**config.mk**
```make
export PLATFORM = sky130hd
export DESIGN_NAME = sad_best_match_flat
export DESIGN_NICKNAME = d
export VERILOG_FILES = /design/src/rtl/sad_best_match_pkg.sv /design/src/rtl/sad_best_match_if.sv /design/src/rtl/raster_pos_counter.sv /design/src/rtl/sad_best_match.sv /design/src/flat_wrapper.sv
export SDC_FILE = /design/constraint.sdc
export NUM_CORES = 1
export LEC_CHECK = 0
export ABC_AREA = 1
export ABC_CLOCK_PERIOD_IN_PS = 2100
export CORE_MARGIN = 10
export CORE_UTILIZATION = 53
export CTS_BUF_LIST = sky130_fd_sc_hd__clkbuf_8 sky130_fd_sc_hd__clkbuf_16
export DETAILED_ROUTE_END_ITERATION = 8
export HOLD_SLACK_MARGIN = 0.02
export PLACE_DENSITY = 0.79
export SETUP_SLACK_MARGIN = 0.3
export SYNTH_ARGS = -nofsm -noshare
export SYNTH_HDL_FRONTEND = slang
export SYNTH_SLANG_ARGS = --single-unit
```
**constraint.sdc**
```tcl
create_clock -name clk -period 2.1 [get_ports clk]
set_input_delay 0.42 -clock clk [delete_from_list [all_inputs] [get_ports clk]]
set_output_delay 0.42 -clock clk [all_outputs]
set_load 0.01 [all_outputs]
```
**src/rtl/sad_best_match_pkg.sv**
```systemverilog
// Shared motion-estimation definitions for the SAD consumer and the motion-vector writer.
// Holds default datapath widths, default search-window geometry, the FSM state type and
// the motion-vector record passed downstream.
package sad_best_match_pkg;

  localparam int unsigned SadWidthDef = 12;  // 4x4 block of 8-bit pixels
  localparam int unsigned SearchWDef  = 16;
  localparam int unsigned SearchHDef  = 16;
  localparam int unsigned XWidthDef   = 4;
  localparam int unsigned YWidthDef   = 4;

  typedef enum logic {
    StAccum,
    StHold
  } state_e;

  // Motion vector as consumed by the writer (default geometry).
  typedef struct packed {
    logic signed [XWidthDef:0] dx;
    logic signed [YWidthDef:0] dy;
    logic [SadWidthDef-1:0]    sad;
  } mv_t;

endpackage

```
**src/rtl/sad_best_match_if.sv**
```systemverilog
// SAD beat stream plus result handshake.
// slave : block side (consumes beats, produces results)
// master: upstream/downstream side (produces beats, consumes results)
interface sad_best_match_if #(
  parameter int unsigned SAD_WIDTH = 12,
  parameter int unsigned X_WIDTH   = 4,
  parameter int unsigned Y_WIDTH   = 4
);
  logic                 in_valid;
  logic                 in_ready;
  logic [SAD_WIDTH-1:0] in_sad;
  logic                 in_last;
  logic                 res_valid;
  logic                 res_ready;
  logic [SAD_WIDTH-1:0] res_sad;
  logic [X_WIDTH:0]     res_dx;
  logic [Y_WIDTH:0]     res_dy;

  modport slave (
    input  in_valid, in_sad, in_last, res_ready,
    output in_ready, res_valid, res_sad, res_dx, res_dy
  );

  modport master (
    output in_valid, in_sad, in_last, res_ready,
    input  in_ready, res_valid, res_sad, res_dx, res_dy
  );
endinterface

```
**src/rtl/raster_pos_counter.sv**
```systemverilog
// Raster column/row position within a search window.
// Ports: clk/rst_n, clear_i (sync reset to origin), step_i (advance one candidate),
//        col_o/row_o (current position), first_o (at origin), last_o (at final candidate).
module raster_pos_counter #(
  parameter int unsigned SEARCH_W = 16,
  parameter int unsigned SEARCH_H = 16,
  parameter int unsigned X_WIDTH  = 4,
  parameter int unsigned Y_WIDTH  = 4
) (
  input  logic               clk,
  input  logic               rst_n,
  input  logic               clear_i,
  input  logic               step_i,
  output logic [X_WIDTH-1:0] col_o,
  output logic [Y_WIDTH-1:0] row_o,
  output logic               first_o,
  output logic               last_o
);
  localparam logic [X_WIDTH-1:0] ColMax = X_WIDTH'(SEARCH_W - 1);
  localparam logic [Y_WIDTH-1:0] RowMax = Y_WIDTH'(SEARCH_H - 1);

  logic [X_WIDTH-1:0] col_q, col_d;
  logic [Y_WIDTH-1:0] row_q, row_d;
  logic               col_end, row_end;

  assign col_end = (col_q == ColMax);
  assign row_end = (row_q == RowMax);

  always_comb begin
    col_d = col_q;
    row_d = row_q;
    if (clear_i) begin
      col_d = '0;
      row_d = '0;
    end else if (step_i) begin
      if (col_end) begin
        col_d = '0;
        row_d = row_end ? '0 : row_q + Y_WIDTH'(1);
      end else begin
        col_d = col_q + X_WIDTH'(1);
      end
    end
  end

  always_ff @(posedge clk or negedge rst_n) begin
    if (!rst_n) begin
      col_q <= '0;
      row_q <= '0;
    end else begin
      col_q <= col_d;
      row_q <= row_d;
    end
  end

  assign col_o   = col_q;
  assign row_o   = row_q;
  assign first_o = (col_q == '0) && (row_q == '0);
  assign last_o  = col_end && row_end;
endmodule

```
**src/rtl/sad_best_match.sv**
```systemverilog
// Best-match selector: tracks the minimum SAD over a raster-ordered search window and
// presents the winning motion vector once the final candidate has been accepted.
// Ports: clk/rst_n, clear_i (sync abort of current window), sad_if (beat stream in,
//        result out), frame_err_o (sticky: in_last disagreed with internal position).
module sad_best_match
  import sad_best_match_pkg::*;
#(
  parameter int unsigned SAD_WIDTH = SadWidthDef,
  parameter int unsigned SEARCH_W  = SearchWDef,
  parameter int unsigned SEARCH_H  = SearchHDef,
  parameter int unsigned X_WIDTH   = XWidthDef,
  parameter int unsigned Y_WIDTH   = YWidthDef
) (
  input  logic            clk,
  input  logic            rst_n,
  input  logic            clear_i,
  sad_best_match_if.slave sad_if,
  output logic            frame_err_o
);
  localparam logic [X_WIDTH:0] DxOff = (X_WIDTH + 1)'(SEARCH_W / 2);
  localparam logic [Y_WIDTH:0] DyOff = (Y_WIDTH + 1)'(SEARCH_H / 2);

  state_e               state_q, state_d;
  logic [SAD_WIDTH-1:0] best_sad_q, best_sad_d;
  logic [X_WIDTH-1:0]   best_col_q, best_col_d;
  logic [Y_WIDTH-1:0]   best_row_q, best_row_d;
  logic [SAD_WIDTH-1:0] res_sad_q, res_sad_d;
  logic [X_WIDTH:0]     res_dx_q, res_dx_d;
  logic [Y_WIDTH:0]     res_dy_q, res_dy_d;
  logic                 frame_err_q, frame_err_d;

  logic [X_WIDTH-1:0]   col;
  logic [Y_WIDTH-1:0]   row;
  logic                 first, last;
  logic                 accept, take;
  logic [SAD_WIDTH-1:0] sel_sad;
  logic [X_WIDTH-1:0]   sel_col;
  logic [Y_WIDTH-1:0]   sel_row;

  // in_ready depends only on registered state, so no combinational path from inputs.
  assign accept = sad_if.in_valid && (state_q == StAccum);

  raster_pos_counter #(
    .SEARCH_W (SEARCH_W),
    .SEARCH_H (SEARCH_H),
    .X_WIDTH  (X_WIDTH),
    .Y_WIDTH  (Y_WIDTH)
  ) u_pos (
    .clk     (clk),
    .rst_n   (rst_n),
    .clear_i (clear_i),
    .step_i  (accept && !clear_i),
    .col_o   (col),
    .row_o   (row),
    .first_o (first),
    .last_o  (last)
  );

  // Strict less-than keeps the earliest candidate on ties.
  assign take    = first || (sad_if.in_sad < best_sad_q);
  assign sel_sad = take ? sad_if.in_sad : best_sad_q;
  assign sel_col = take ? col : best_col_q;
  assign sel_row = take ? row : best_row_q;

  always_comb begin
    state_d     = state_q;
    best_sad_d  = best_sad_q;
    best_col_d  = best_col_q;
    best_row_d  = best_row_q;
    res_sad_d   = res_sad_q;
    res_dx_d    = res_dx_q;
    res_dy_d    = res_dy_q;
    frame_err_d = frame_err_q;
    if (clear_i) begin
      // Result data is left as-is; it is simply no longer valid.
      state_d     = StAccum;
      frame_err_d = 1'b0;
    end else begin
      case (state_q)
        StAccum: begin
          if (accept) begin
            best_sad_d = sel_sad;
            best_col_d = sel_col;
            best_row_d = sel_row;
            if (sad_if.in_last != last) frame_err_d = 1'b1;
            if (last) begin
              res_sad_d = sel_sad;
              res_dx_d  = {1'b0, sel_col} - DxOff;
              res_dy_d  = {1'b0, sel_row} - DyOff;
              state_d   = StHold;
            end
          end
        end
        StHold: begin
          if (sad_if.res_ready) state_d = StAccum;
        end
        default: state_d = StAccum;
      endcase
    end
  end

  always_ff @(posedge clk or negedge rst_n) begin
    if (!rst_n) begin
      state_q     <= StAccum;
      best_sad_q  <= '0;
      best_col_q  <= '0;
      best_row_q  <= '0;
      res_sad_q   <= '0;
      res_dx_q    <= '0;
      res_dy_q    <= '0;
      frame_err_q <= 1'b0;
    end else begin
      state_q     <= state_d;
      best_sad_q  <= best_sad_d;
      best_col_q  <= best_col_d;
      best_row_q  <= best_row_d;
      res_sad_q   <= res_sad_d;
      res_dx_q    <= res_dx_d;
      res_dy_q    <= res_dy_d;
      frame_err_q <= frame_err_d;
    end
  end

  assign sad_if.in_ready  = (state_q == StAccum);
  assign sad_if.res_valid = (state_q == StHold);
  assign sad_if.res_sad   = res_sad_q;
  assign sad_if.res_dx    = res_dx_q;
  assign sad_if.res_dy    = res_dy_q;
  assign frame_err_o      = frame_err_q;
endmodule
```
**src/flat_wrapper.sv**
```systemverilog
// flat-port wrapper written by rule: the top's interface ports become plain ports
module sad_best_match_flat import sad_best_match_pkg::*;
#(
  parameter int unsigned SAD_WIDTH = SadWidthDef,
  parameter int unsigned SEARCH_W  = SearchWDef,
  parameter int unsigned SEARCH_H  = SearchHDef,
  parameter int unsigned X_WIDTH   = XWidthDef,
  parameter int unsigned Y_WIDTH   = YWidthDef
)
  (clk, rst_n, clear_i, frame_err_o, sad_if_in_valid, sad_if_in_sad, sad_if_in_last, sad_if_res_ready, sad_if_in_ready, sad_if_res_valid, sad_if_res_sad, sad_if_res_dx, sad_if_res_dy);
  sad_best_match_if #(.SAD_WIDTH(SAD_WIDTH), .X_WIDTH(X_WIDTH), .Y_WIDTH(Y_WIDTH)) sad_if_i ();
  input  logic clk;
  input  logic rst_n;
  input  logic clear_i;
  output logic frame_err_o;
  input wire logic [$bits(sad_if_i.in_valid)-1:0] sad_if_in_valid;
  input wire logic [$bits(sad_if_i.in_sad)-1:0] sad_if_in_sad;
  input wire logic [$bits(sad_if_i.in_last)-1:0] sad_if_in_last;
  input wire logic [$bits(sad_if_i.res_ready)-1:0] sad_if_res_ready;
  output wire logic [$bits(sad_if_i.in_ready)-1:0] sad_if_in_ready;
  output wire logic [$bits(sad_if_i.res_valid)-1:0] sad_if_res_valid;
  output wire logic [$bits(sad_if_i.res_sad)-1:0] sad_if_res_sad;
  output wire logic [$bits(sad_if_i.res_dx)-1:0] sad_if_res_dx;
  output wire logic [$bits(sad_if_i.res_dy)-1:0] sad_if_res_dy;
  assign sad_if_i.in_valid = sad_if_in_valid;
  assign sad_if_i.in_sad = sad_if_in_sad;
  assign sad_if_i.in_last = sad_if_in_last;
  assign sad_if_i.res_ready = sad_if_res_ready;
  assign sad_if_in_ready = sad_if_i.in_ready;
  assign sad_if_res_valid = sad_if_i.res_valid;
  assign sad_if_res_sad = sad_if_i.res_sad;
  assign sad_if_res_dx = sad_if_i.res_dx;
  assign sad_if_res_dy = sad_if_i.res_dy;
  sad_best_match #(.SAD_WIDTH(SAD_WIDTH), .SEARCH_W(SEARCH_W), .SEARCH_H(SEARCH_H), .X_WIDTH(X_WIDTH), .Y_WIDTH(Y_WIDTH)) u_core (.clk(clk), .rst_n(rst_n), .clear_i(clear_i), .sad_if(sad_if_i), .frame_err_o(frame_err_o));
endmodule
```
**Word level (Yosys, flattened, before mapping)**

Index checks and enable logic that the tools add are counted.
W data, S select, Z words.

- Memories: 0
- Memory bits (writable): 0
- Flip-flop bits (word level): 52
- Output and inout bits: 25
- Bits in latches: 0
- Bits in read-only memories: 0
- Input bits: 18

- Multiply operators: 0
- Add/subtract/negate cells: 4
- $lt $le $gt $ge: 1
- Shift-type cells: 0
- Equality and inequality tests: 4
- Bitwise operators: 2
- Multiplexer cells: 19
- Divide/modulo/power cells: 0
- Reductions and logical operators: 16

Operators with widths:

| cell | number |
|---|---|
| $mux W4 | 9 |
| $lt A12 B12 Y1 | 1 |
| $mux W12 | 1 |
| $sub A4 B4 Y5 const B | 2 |
| $add A4 B1 Y4 const B | 2 |
| $eq A4 B4 Y1 const B | 2 |
| $logic_not A4 Y1 | 2 |
| $mux W1 | 8 |
| $reduce_bool A2 Y1 | 4 |
| $reduce_and A3 Y1 | 2 |
| $logic_and A1 B1 Y1 | 4 |
| $reduce_and A4 Y1 | 1 |
| $ne A2 B2 Y1 const B | 1 |
| $not A1 Y1 | 2 |
| $pmux W1 S2 | 1 |
| $reduce_and A2 Y1 | 1 |
| $logic_not A1 Y1 | 1 |
| $logic_or A1 B1 Y1 | 1 |
| $ne A1 B1 Y1 | 1 |

**Longest topological paths before layout**

- Depth in word-level cells: 7
- Mapped depth: 14
- Mapped depth without buffers: 13

**By module**

A second synthesis with hierarchy kept.

- Cells, all modules: 357
- Area, all modules: 2815.2 µm²

Modules (own cells, without submodules):

| module | seq. area each (µm²) | cells an instance | area an instance (µm²) | instances |
|---|---|---|---|---|
| sad_best_match | 1051.0 | 293 | 2302.2 | 1 |
| raster_pos_counter | 200.2 | 64 | 513.0 | 1 |

**Worst setup path before layout**

Ideal clock, no wire load.

- Path kind: input-to-reg
- Start: input port sad_if_in_sad[11]
- End: register u_core.res_dy_q[2] (netlist: u_core.sad_if.res_dy[2])
- Buffers on the path: 2
- Setup slack: 0.340 ns
- Stages: 12
- Arrival: 1.640 ns
- Data required time: 1.981 ns
- Cells stage by stage: ha_1 > nand2_1 > nor2_2 > nand2_1 > nor2_1 > nand2_1 > nand2_2 > nand2_4 > buf_6 > buf_8 > o21ai_2 > nand2_1

- Cells in the longest elaborated chain, start to end: 4

Ends and longest elaborated chain:

| element | RTL line | source |
|---|---|---|
| start: declaration | flat_wrapper.sv:17 | `input wire logic [$bits(sad_if_i.in_sad)-1:0] sad_if_in_sad;` |
| $lt A12 B12 Y1 | sad_best_match.sv:60 | `assign take = first \|\| (sad_if.in_sad < best_sad_q);` |
| $logic_or A1 B1 Y1 | sad_best_match.sv:60 |  |
| $mux W4 | sad_best_match.sv:63 | `assign sel_row = take ? row : best_row_q;` |
| $sub A4 B4 Y5 | sad_best_match.sv:89 | `res_dy_d = {1'b0, sel_row} - DyOff;` |
| end signal: assignment | sad_best_match.sv:119 | `res_dy_q <= res_dy_d;` |
| end: declaration | sad_best_match.sv:29 | `logic [Y_WIDTH:0] res_dy_q, res_dy_d;` |

Every way passes these cells.
A chain may end at the register's enable or synchronous reset.

**Worst setup path after layout**

- Start: register u_core.best_sad_q[7]
- End: register u_core.best_col_q[1]

- Cells in the longest elaborated chain, start to end: 3

Ends and longest elaborated chain:

| element | RTL line | source |
|---|---|---|
| start: declaration | sad_best_match.sv:24 | `logic [SAD_WIDTH-1:0] best_sad_q, best_sad_d;` |
| start signal: assignment | sad_best_match.sv:114 | `best_sad_q <= best_sad_d;` |
| $lt A12 B12 Y1 | sad_best_match.sv:60 |  |
| $logic_or A1 B1 Y1 | sad_best_match.sv:60 |  |
| $mux W4 | sad_best_match.sv:62 | `assign sel_col = take ? col : best_col_q;` |
| end signal: assignment | sad_best_match.sv:115 | `best_col_q <= best_col_d;` |
| end: declaration | sad_best_match.sv:25 | `logic [X_WIDTH-1:0] best_col_q, best_col_d;` |

Every way passes these cells.

==> out/results.tsv <==
metric	value	unit
Core Region	0.00482	sq mm
clock tree buffer depth	2	
vias in the first global route	2532	
All-Layer GR Usage	18.3	%
routed wire length per instance	19.3	um
Initial Util	55.4	%
routed vias	2629	
Syn Nets	364	
Setup Skew	0.0127	ns
crit-path max cell delay	0.41	ns
Seq pwr share	28.7	%
Max H-tree Level	2	
Final ANT Viol Nets	0	
Power Internal	0.00261	W
commonest non-fill, non-tap cell in the layout	nand2_1	
placed cell area	0.00319	sq mm
Final Power	0.00439	W
Clk pwr share	13.4	%
Least-Margin Pin Slew	0.299	ns
sequential fraction of the synthesis area	46.9	%
clock tree sinks	50	
Tmin final	2.02	ns
# DRC	0	
startpoint types	flip-flop	
Final #Nets	439	
Leak	2.01	nW
Avg Cell Area, Syn	8.07	sq um
Placer Congestion	0.839	
total number of yosys warnings	0	
commonest cells after routing, fill and taps aside	nand2_1, dfrtp_1, inv_1	
largest net degree at the start of global routing	51	
TritonCTS Buffers	5	
combinational share of power	57.9	%
Area Growth Syn to Fin	51.5	%
total wire length	9160	um
FP Rows	25	
Worst Path Required	2.32	ns
die height	91.0	um
WP buf/inv	3	
max_cap viols	0	
clock latency on the worst-skew pair	0.31	ns
PortBufs	42	
Top delay family on crit path	compound AO/OA/AOI/OAI gates	
Mapped Cells	331	
CTS tree	done	
CP Capture Type	flip-flop	
DR iter-0 viols	265	
count of cell types in the netlist	30	
layout cell share with drive strength beyond 1	35.1	%
multi-input logic area	0.00150	sq mm
metal3 WL	639	um
worst hold path type	in2async	
# IOs	43	
P_sw	0.00178	W
Max FO, Critical Path	4	
die area	0.00828	sq mm
worst rel slew slack	80.1	%
Setup Viol. Count Final	0	
sequential standard cell area	0.00125	sq mm
fin. max-slew vios	0	
maximum VDD drop	0.630	mV
crit path DAT	2.23	ns
initial antenna violation count	0	
DPL Wire Length	4390	um
die width	91.0	um
Tcrit/Tclk final	96.1	%
f_max	0.496	GHz
Highest Signal Layer	met4	
number of diodes	0	
outcome	completed	
grt total ovfl	0	
met1 WL	3650	um
clk root buf	clkbuf_8	
Final Hold Vio Count	0	
RSZ-0062 raised after global routing	true	
Critical Path, Cell by Cell	inv_2 > ha_4 > a21oi_2 > nand2_2 > a21oi_4 > nand2_2 > nand2_4 > nand2_4 > buf_6 > clkbuf_16 > o21ai_1	
synthesized area	0.00267	sq mm
Met2 Wirelength	4470	um
PwrDens	1090	mW/mm^2
fillcell total	267	
crit path kind	reg2reg	
Yosys reg bits	50	
TritonRoute pass-1 iters	5	
final instance area	0.00405	sq mm
first-pass GRT wire length	12500	um
clock-pin slew on the worst setup and hold paths	0.09	ns
mean number of vias per cell	5.55	
Net Sw Frac	40.5	%
CP max stage cell	dfrtp_1	
## area by class of cell
cell class | instances | share of cell area [%]
repair buffers | 83 | 23.0
multi-input cells | 217 | 37.1
flip-flops and latches | 50 | 30.9
well taps | 67 | 2.07
inverters | 49 | 4.55
clock inverters | 2 | 0.309
clock buffers | 6 | 2.04
## routing by layer
| layer | vias to the layer above | global-route usage (%) |
|---|---|---|
| li1 | 1196 | - |
| met5 | - | 0 |
| met2 | 150 | 30.8 |
| met1 | 1244 | 21.1 |
| met4 | 0 | 8.88 |
| met3 | 39 | 4.77 |
## cell families after synthesis
| logic type | Yosys count | share of synthesized area (%) |
|---|---|---|
| AO/OA/AOI/OAI | 36 | 7.31 |
| XOR/XNOR | 4 | 1.31 |
| adder cells (fa/ha/maj) | 15 | 7.03 |
| buffers and inverters | 64 | 11.4 |
| flip-flops | 50 | 46.9 |
| AND/OR/NAND/NOR | 162 | 26.1 |
## state kept, by name, summed over array words and instances (netlist names), named ones only
signal / cells
u_core.best_sad_q: 12
u_core.sad_if.res_sad: 12
u_core.sad_if.res_dx: 4
u_core.sad_if.res_dy: 4
u_core.u_pos.col_o: 4
u_core.u_pos.row_o: 4
u_core.best_col_q: 3
u_core.best_row_q: 3
u_core.frame_err_o: 1
u_core.sad_if.res_valid: 1
## metrics by stage
step	util (%)	std cells	setup TNS (ns)	worst slack, ns	hold WS (ns)
2_1_floorplan	-	331	0	0.340	0.124
3_3_place_gp	66.3	439	-5.06	-0.157	0.428
3_5_place_dp	66.3	439	-7.22	-0.234	0.429
4_1_cts	76.3	462	0	0.214	0.0930
5_1_grt	84.0	474	0	0.0152	0.0985
6_report	84.0	474	0	0.0821	0.0907
## power groups by stage
stage	registers [W]	clock network, W	logic, W
floorplan	0.00121	0	0.000902
global placement	0.00122	0	0.00116
detailed placement	0.00123	0	0.00119
CTS	0.00122	0.000603	0.00180
global route	0.00127	0.000640	0.00268
finish	0.00126	0.000588	0.00254
## synthesized netlist by cell type
cell | instances | share of area, %
buf_4 | 5 | 1.4
dfrtp_1 | 50 | 47
nand2_1 | 104 | 15
clkinv_1 | 1 | 0.14
o31ai_1 | 1 | 0.28
buf_2 | 3 | 0.56
o32ai_1 | 1 | 0.33
ha_1 | 15 | 7.0
buf_8 | 2 | 1.1
nand4_1 | 2 | 0.47
nand2_4 | 2 | 0.84
nor3_1 | 1 | 0.19
a21oi_1 | 5 | 0.94
nand3_1 | 45 | 8.4
nor2_1 | 4 | 0.56
nand2_2 | 1 | 0.23
a21oi_2 | 1 | 0.33
inv_1 | 47 | 6.6
buf_6 | 1 | 0.42
xnor2_1 | 2 | 0.66
clkbuf_2 | 1 | 0.19
o21ai_2 | 1 | 0.33
nand3b_1 | 1 | 0.28
clkbuf_8 | 1 | 0.52
clkbuf_1 | 2 | 0.28
xor2_1 | 2 | 0.66
o21ai_0 | 26 | 4.9
inv_2 | 1 | 0.14
nor2_2 | 2 | 0.47
o22ai_1 | 1 | 0.23
## path summary, 6_finish.rpt
path	end	slack, ns	from	cells after the start
setup / recovery	u_core.best_col_q[1]$_DFFE_PN0P_	0.08	u_core.best_sad_q[7]$_DFFE_PN0P_	11
hold / removal	u_core.sad_if.res_sad[11]$_DFFE_PN0P_	0.09	rst_n	2
setup reg to reg	u_core.best_col_q[1]$_DFFE_PN0P_	0.08	u_core.best_sad_q[7]$_DFFE_PN0P_	11
hold reg to reg	u_core.sad_if.res_sad[9]$_DFFE_PN0P_	0.48	u_core.sad_if.res_sad[9]$_DFFE_PN0P_	2
max in group asynchronous	u_core.best_sad_q[2]$_DFFE_PN0P_	1.76	rst_n	2
min in group clk	u_core.sad_if.res_sad[9]$_DFFE_PN0P_	0.48	u_core.sad_if.res_sad[9]$_DFFE_PN0P_	2
## timing repair
item,CTS,global route
cloned,4,2
endpoints found under the setup margin,40,40
buffers inserted,11,10
pin swaps,25,34
hold buffers,0,0
resized for setup,86,64
Note: power is estimated with default switching activity, not from simulation.
